## src/rtl/keypad_scanner.sv

```systemverilog
// keypad_scanner: 4x4 matrix keypad scan controller. Drives one row at a time,
// samples the columns through a 2-flop synchronizer and debounces press and release.
module keypad_scanner #(
  parameter int SCAN_DIV = 4,
  parameter int DEBOUNCE = 50
) (
  input  logic       clk,
  input  logic       reset,
  input  logic [3:0] cols,
  output logic [3:0] rows,
  output logic [3:0] key_code,
  output logic [7:0] keypad_val,
  output logic       new_key
);

  localparam int DW_W = $clog2(SCAN_DIV);
  localparam int DB_W = $clog2(DEBOUNCE);
  localparam logic [DW_W-1:0] DWELL_LAST = DW_W'(SCAN_DIV - 1);
  // The transition fires one count early so the registered outputs land on count DEBOUNCE-1.
  localparam logic [DB_W-1:0] DEB_LAST   = DB_W'(DEBOUNCE - 2);

  typedef enum logic [1:0] {SCAN, DEB_PRESS, HELD, DEB_RELEASE} state_t;

  state_t            state, state_nx;
  logic [1:0]        row_idx, row_nx;
  logic [1:0]        col_idx, col_nx;
  logic [DW_W-1:0]   dwell, dwell_nx;
  logic [DB_W-1:0]   deb, deb_nx;
  logic [3:0]        key_code_nx;
  logic [7:0]        keypad_val_nx;
  logic              new_key_nx;
  logic [3:0]        cols_p0, cs;
  logic              col_low;

  function automatic logic [1:0] low_col(input logic [3:0] c);
    if (!c[0])      low_col = 2'd0;
    else if (!c[1]) low_col = 2'd1;
    else if (!c[2]) low_col = 2'd2;
    else            low_col = 2'd3;
  endfunction

  function automatic logic [3:0] decode_key(input logic [1:0] r, input logic [1:0] c);
    decode_key = 4'h0;
    case ({r, c})
      4'b00_00: decode_key = 4'h1;
      4'b00_01: decode_key = 4'h2;
      4'b00_10: decode_key = 4'h3;
      4'b00_11: decode_key = 4'hA;
      4'b01_00: decode_key = 4'h4;
      4'b01_01: decode_key = 4'h5;
      4'b01_10: decode_key = 4'h6;
      4'b01_11: decode_key = 4'hB;
      4'b10_00: decode_key = 4'h7;
      4'b10_01: decode_key = 4'h8;
      4'b10_10: decode_key = 4'h9;
      4'b10_11: decode_key = 4'hC;
      4'b11_00: decode_key = 4'hE;
      4'b11_01: decode_key = 4'h0;
      4'b11_10: decode_key = 4'hF;
      4'b11_11: decode_key = 4'hD;
    endcase
  endfunction

  function automatic logic [3:0] row_drive(input logic [1:0] r);
    row_drive = ~(4'b0001 << r);
  endfunction

  assign col_low = ~cs[col_idx];

  always_comb begin
    state_nx      = state;
    row_nx        = row_idx;
    col_nx        = col_idx;
    dwell_nx      = dwell;
    deb_nx        = deb;
    key_code_nx   = key_code;
    keypad_val_nx = keypad_val;
    new_key_nx    = 1'b0;
    case (state)
      SCAN: begin
        if (dwell == DWELL_LAST) begin
          dwell_nx = '0;
          if (cs != 4'b1111) begin
            col_nx   = low_col(cs);
            deb_nx   = '0;
            state_nx = DEB_PRESS;
          end else begin
            row_nx = row_idx + 2'd1;
          end
        end else begin
          dwell_nx = dwell + 1'b1;
        end
      end
      DEB_PRESS: begin
        if (!col_low) begin
          state_nx = SCAN;
          row_nx   = row_idx + 2'd1;
          dwell_nx = '0;
        end else if (deb == DEB_LAST) begin
          key_code_nx   = decode_key(row_idx, col_idx);
          keypad_val_nx = {4'b0001 << row_idx, 4'b0001 << col_idx};
          new_key_nx    = 1'b1;
          state_nx      = HELD;
        end else begin
          deb_nx = deb + 1'b1;
        end
      end
      HELD: begin
        if (!col_low) begin
          deb_nx   = '0;
          state_nx = DEB_RELEASE;
        end
      end
      DEB_RELEASE: begin
        if (col_low) begin
          state_nx = HELD;
        end else if (deb == DEB_LAST) begin
          state_nx = SCAN;
          row_nx   = row_idx + 2'd1;
          dwell_nx = '0;
        end else begin
          deb_nx = deb + 1'b1;
        end
      end
      default: state_nx = SCAN;
    endcase
  end

  always_ff @(posedge clk or negedge reset) begin
    if (!reset) begin
      state      <= SCAN;
      row_idx    <= 2'd0;
      col_idx    <= 2'd0;
      dwell      <= '0;
      deb        <= '0;
      rows       <= 4'b1110;
      key_code   <= 4'h0;
      keypad_val <= 8'h00;
      new_key    <= 1'b0;
      cols_p0    <= 4'b1111;
      cs         <= 4'b1111;
    end else begin
      state      <= state_nx;
      row_idx    <= row_nx;
      col_idx    <= col_nx;
      dwell      <= dwell_nx;
      deb        <= deb_nx;
      rows       <= row_drive(row_nx);
      key_code   <= key_code_nx;
      keypad_val <= keypad_val_nx;
      new_key    <= new_key_nx;
      cols_p0    <= cols;
      cs         <= cols_p0;
    end
  end

endmodule
```

## config.mk

```make
export PLATFORM = sky130hd
export DESIGN_NAME = keypad_scanner
export DESIGN_NICKNAME = d
export VERILOG_FILES = /design/src/rtl/keypad_scanner.sv
export SDC_FILE = /design/constraint.sdc
export NUM_CORES = 1
export LEC_CHECK = 0
export ABC_AREA = 1
export BUFFER_PORTS_ARGS = -buffer_cell sky130_fd_sc_hd__buf_2
export CORE_ASPECT_RATIO = 1.2
export CORE_MARGIN = 10
export CORE_UTILIZATION = 54
export CTS_BUF_LIST = sky130_fd_sc_hd__clkbuf_2 sky130_fd_sc_hd__clkbuf_4 sky130_fd_sc_hd__clkbuf_8
export DETAILED_ROUTE_END_ITERATION = 10
export GPL_TIMING_DRIVEN = 1
export PLACE_DENSITY = 0.84
export SYNTH_ARGS = -nofsm -noshare
export SYNTH_HDL_FRONTEND = slang
export SYNTH_SLANG_ARGS = --single-unit
```

## constraint.sdc

```tcl
create_clock -name clk -period 1.5 [get_ports clk]
set_input_delay 0.3 -clock clk [delete_from_list [all_inputs] [get_ports clk]]
set_output_delay 0.3 -clock clk [all_outputs]
set_load 0.02 [all_outputs]
```

==> summary.txt, run 1 <==
Run status
  – Status: completed

Logic synthesis
  – Synth cell count leaders: nand2_1 (78), dfrtp_1 (28), inv_1 (17), ha_1 (13), nand3_1 (12)
  – Synthesized instance count: 235
  – Synth Warn #: 0
  – Most used flip-flop cell after synthesis: dfrtp_1
  – Synth area leader: dfrtp_1
  – Most frequent cell after synthesis: nand2_1
  – Area contributors post-synth: dfrtp_1 (34%), nand2_1 (14%), dfstp_2 (14%)
  – Synth top area share: 33.84%
  – Post-synth cell types: 31
  – Flops & latches, synth: 39
  – Post-synthesis net count: 254
  – Post-Syn Area: 2071 um2
  – FFs w/ async S/R, synth: 100.0%
  – Register area share after synthesis: 47.79%
  – Mean post-synth cell area: 8.812 um2
  – EDFF count, synth: 0

STA
  – Period utilization: 99.67%
  – RSZ-0062 raised after global routing: yes
  – Worst rel slew slack: 71.48%
  – Setup total negative slack: 0 ns
  – Setup ws final: 0.004957 ns
  – Clock skew: 0.003703 ns
  – Fmax: 668.9 MHz
  – Pins Over Slew Limit: 0
  – # setup viols final: 0
  – Tmin final: 1.495 ns
  – Fin. Hold Viols: 0
  – Tightest Pin Transition: 0.4279 ns

Placement
  – Port bufs: 22
  – GP Congestion: 0.9247
  – Pre-CTS WS: -0.02503 ns
  – Placed Area: 2364 um2
  – Post-detail-place hpwl: 3141 um

Clock tree
  – TritonCTS clock tree: built
  – CTS clk-pin slew, worst paths: 0.07 ns
  – # H-tree levels: 2
  – Total CTS buffers: 5
  – Clock root cell: clkbuf_8
  – Clock Latency Late Sink: 0.29 ns
  – Clk buf depth: 2
  – CTS Sinks: 39

Floorplan
  – Die Y: 87.84 um
  – Die ar.: 6722 um2
  – Core area: 3664 um2
  – Die Wd: 76.53 um
  – Rows: 24
  – I/O Pins: 23
  – Initial Utilization: 56.52%

Cells and area
  – Nets: 307
  – Share of layout cells above drive strength 1: 41.52%
  – Multi-input logic area: 1086 um2
  – Register area: 991.0 um2
  – Area grow syn2layout: 28.52%
  – Design area: 2661 um2
  – Fillers: 268
  – Diodes inserted: 0

Drt
  – First-pass DRT Iterations: 4
  – Starting DRT DRC Count: 82
  – Routed wire length: 4691 um
  – DR WL/cell: 13.76 um
  – Vias: 1754
  – # DRC: 0
  – ANT nets after route: 0
  – Via-to-Cell Ratio: 5.144

Power
  – Leakage: 1.358 nW
  – VDD IR-drop max: 1.061 mV
  – Sequential Power Share: 30.1%
  – Clk pwr share: 14.6%
  – Power per cell area: 1833 nW/um2
  – Net Sw Frac: 44.79%
  – Design Power: 4.879 mW
  – Internal power: 2.693 mW
  – Switching power: 2.185 mW
  – Power share of the combinational group: 55.3%

Critical path
  – Cell Chain, Critical Path: inv_2, ha_4, nand2_1, nor2_1, nand2_2, nand2_1, nand2_1, nand2_2, nand3_4, nand3_2, nand2_1
  – CP Launch Type: register
  – Most common cell on crit path: nand2_1
  – Slowest cell on crit path: dfrtp_1
  – CP peak stage delay: 0.40 ns
  – Max Fanout on Critical Path: 3
  – Worst setup EP type: register
  – Critical path arrival: 1.72 ns
  – Required @ worst endpoint: 1.72 ns
  – WS Path Type: register to register

Global route
  – Largest net degree at the start of global routing: 22
  – First-pass GRT wire length: 7631 um
  – Initial antenna violation count: 0
  – Vias in the first global route: 1771
  – Gr ovfl total: 0
  – Gr usage total: 13.63%

Job
  – Max Cap Viol: 0

Worst hold path
  – Hold Path Class: input port to register
power by group through the flow:
stage / registers [mW] / logic (mW) / clock network, mW
2_1_floorplan: 1.51 / 1.50 / 0
6_report: 1.47 / 2.70 / 0.712
5_1_grt: 1.49 / 3.00 / 0.766
3_5_place_dp: 1.46 / 2.18 / 0
3_3_place_gp: 1.45 / 2.12 / 0
4_1_cts: 1.45 / 2.27 / 0.724
critical path, delay by kind of cell, from the launching register on:
kind,cells,cell delay (ns)
and+or+nand+nor,9,0.79
adders and majority gates,1,0.15
buffers and inverters,1,0.09
DFF,1,0.40
per-stage QoR:
| step | hold WS (ns) | util [%] | cells |
|---|---|---|---|
| floorplan | 0.004409 | - | 235 |
| global placement | 0.2544 | 64.52 | 322 |
| detailed placement | 0.2596 | 64.52 | 322 |
| CTS | 0.1029 | 68.10 | 332 |
| global route | 0.09854 | 72.64 | 341 |
| finish | 0.1068 | 72.64 | 341 |
registers in the layout (all words and copies together), names as in the netlist, named ones only:
register and flops:
dwell 2, row_idx 2, cols_p0 4, cs 4, new_key 1, rows 4
deb 6, col_idx 2, state 1, key_code 4, keypad_val 8
cells by family after synthesis:
family / synth area share, %
simple gates: 31.36
xor+xnor: 0.4230
flops: 47.79
fa+ha+maj: 7.855
compound gates: 6.768
buf+inv: 5.800
placed cells by master (no fill, tap or decap), drive strengths merged, types with 6 or more instances in the layout:
cell type,netlist,final
nand2,86,86
buf,4,48
dfrtp,28,28
inv,26,26
nand3,19,19
nor2,16,16
o21ai,15,15
ha,13,13
dfstp,11,11
clkbuf,0,7
nand4,5,6
final timing paths:
| check | start | end | slack, ns | cells past startpoint |
|---|---|---|---|---|
| setup / recovery | deb[1] | rows[2] | 0.005 | 11 |
| hold / removal | cols[3] | cols_p0[3] | 0.11 | 1 |
| setup reg to reg | deb[1] | rows[2] | 0.005 | 11 |
| hold reg to reg | cols_p0[0] | cs[0] | 0.36 | 0 |
| max in group asynchronous | reset | cs[2] | 0.48 | 3 |
| min in group asynchronous | reset | keypad_val[3] | 0.48 | 2 |
per-layer routing:
layer | GRT usage [%] | share of wire (%) | routed length (um) | up-vias
li1 | - | - | - | 855
met1 | 14.10 | 38 | 1791 | 836
met2 | 24.92 | 54 | 2537 | 52
met3 | 3.791 | 5.1 | 241 | 11
met4 | 7.107 | 2.6 | 120 | 0
met5 | 0 | 0 | 0 | -
what timing repair did:
| item | 4_1_cts | 5_1_grt |
|---|---|---|
| endpoints found under the setup margin | 18 | 28 |
| buffers inserted | 1 | 8 |
| cloned | 0 | 1 |
| hold buffers | 1 | 0 |
| endpoints found under the hold margin | 15 | 0 |
| resized for setup | 4 | 27 |
| pin swaps | 2 | 7 |
cell type report:
type	count	area share, %
Timing Repair Buffer	49	12.32
Tap cell	52	2.445
Inverter	26	3.855
Multi-Input combinational cell	167	40.81
Clock inverter	1	0.1881
Clock buffer	7	3.150
Sequential cell	39	37.24
Note: power is estimated with default switching activity, not from simulation.
==> inputs of run 2 (changes only) <==
CTS_CLUSTER_DIAMETER = 80   (was not set)
HOLD_SLACK_MARGIN = 0.15   (was not set)
==> summary.txt, run 2 (synthesis results as in run 1) <==
Critical path
  – CP Launch Type: register
  – Slowest cell on crit path: dfstp_2
  – R2r endpoint: rows[0]
  – Worst path bufs/invs: 0
  – Critical path arrival: 1.67 ns
  – Cell Chain, Critical Path: nand2_1, nand3_4, nand2_8, nand2_2, nand3_1, nand2_2, nand2_1, nor2_4, nand2_1
  – Reg2reg start: cs[3]
  – CP peak stage delay: 0.54 ns
  – WS Path Type: register to register
  – Most common cell on crit path: nand2_1
  – Reg2reg setup slack: 0.01 ns
  – Max Fanout on Critical Path: 7
  – Worst setup EP type: register
  – FF-to-FF path depth: 9
  – Required @ worst endpoint: 1.68 ns
  – CP top delay family: simple AND/OR/NAND/NOR gates

Cells and area
  – Max FFs per register: 8
  – Multi-input logic area: 1086 um2
  – Final core utilization: 73.70%
  – Commonest non-fill, non-tap cell in the layout: nand2_1
  – Diodes inserted: 0
  – Share of layout cells above drive strength 1: 40.61%
  – Most frequent cells in the layout: nand2_1 (69), dfrtp_1 (28), buf_4 (25)
  – Fillers: 266
  – Regs by FF count: keypad_val (8), deb (6)
  – Area grow syn2layout: 30.39%
  – Register area: 989.7 um2
  – Design area: 2700 um2
  – Nets: 311
  – Reg with most FFs: keypad_val
  – Final Non-Filler Cells: 345

Clock tree
  – Total CTS buffers: 5
  – # H-tree levels: 2
  – TritonCTS clock tree: built
  – CTS clk-pin slew, worst paths: 0.07 ns
  – Clock root cell: clkbuf_8
  – CTS Sinks: 39
  – Clock Latency Late Sink: 0.29 ns
  – Clk buf depth: 2

Power
  – Leakage: 1.376 nW
  – Design Power: 4.885 mW
  – Power per cell area: 1809 nW/um2
  – VDD IR-drop max: 1.059 mV

Floorplan
  – Core area: 3664 um2
  – Initial Utilization: 56.52%
  – Die Y: 87.84 um
  – I/O Pins: 23
  – Die ar.: 6722 um2
  – Die Wd: 76.53 um
  – Rows: 24

Global route
  – Gr ovfl total: 0
  – Initial antenna violation count: 0
  – Largest net degree at the start of global routing: 22
  – First-pass GRT wire length: 7728 um
  – Vias in the first global route: 1806
  – Gr usage total: 13.76%

Drt
  – ANT nets after route: 0
  – Starting DRT DRC Count: 72
  – Via-to-Cell Ratio: 5.165
  – Vias: 1782
  – DR WL/cell: 13.77 um
  – Routed wire length: 4752 um
  – # DRC: 0
  – First-pass DRT Iterations: 5

STA
  – Tightest Pin Transition: 0.4253 ns
  – Setup ws final: 0.01443 ns
  – Worst rel slew slack: 71.65%
  – Fmax: 673.1 MHz
  – Pins Over Slew Limit: 0
  – Fin. Hold Viols: 0
  – # setup viols final: 0
  – Clock skew: 0.003985 ns
  – Tmin final: 1.486 ns
  – Hold slack: 0.3559 ns
  – Period utilization: 99.04%
  – Setup total negative slack: 0 ns
  – RSZ-0062 raised after global routing: yes

Placement
  – DP Cell Count: 322
  – Placed Area: 2364 um2
  – GP Congestion: 0.9247
  – Post-detail-place hpwl: 3141 um
  – Port bufs: 22
  – Pre-CTS WS: -0.02503 ns

Worst hold path
  – Hold Path Class: register to register
  – WHS Endpoint: cs[0]
  – WHS Path Cells: 0
  – Critical hold path startpoint: cols_p0[0]

Job
  – Max Cap Viol: 0

Run status
  – Status: completed
## run 2: cell count changes in the layout (fill, tap and decap cells not counted)
cell,delta
dfrtp_1,+1
dlygate4sd3_1,+4
dfrtp_2,-1
## run 2: how the worst max path moves through the flow
stage                     from     endpoint  slack, ns  cells after the start
global route             cs[2]      rows[0]      -0.15                      9
detailed placement      deb[0]      rows[0]      -0.03                     11
global placement        deb[1]      rows[0]       0.04                     11
floorplan           row_idx[0]      rows[0]       0.04                     11
CTS                     deb[1]  key_code[3]    -0.0005                      7
finish                   cs[3]      rows[0]       0.01                      9
## run 2: metal layers
layer / GRT usage (%) / wire length (um) / vias up
met5: 0 / 0 / -
li1: - / - / 866
met2: 25.54 / 2562 / 62
met3: 3.893 / 284 / 15
met4: 7.107 / 128 / 0
met1: 13.92 / 1778 / 839
## run 2: area by class of cell
type | instances | share of cell area (%)
clock buffers | 7 | 3.105
clock inverters | 1 | 0.1854
inverters | 26 | 3.800
multi-input cells | 167 | 40.22
flip-flops and latches | 39 | 36.65
well taps | 52 | 2.410
repair buffers | 53 | 13.62
## run 2: power by group
part	total, mW	internal (mW)	leakage [nW]	switching (mW)
clock	0.709	0.362	0.0491	0.347
combinational	2.71	1.05	0.838	1.66
sequential	1.47	1.28	0.489	0.184
total	4.88	2.70	1.38	2.19
## run 2: repair_timing
item,in CTS,in global routing
gates resized for setup,4,26
endpoints found under the hold margin,19,0
setup buffers,1,8
gates cloned,0,1
hold buffers,5,0
pin swaps,2,7
endpoints found under the setup margin,18,28
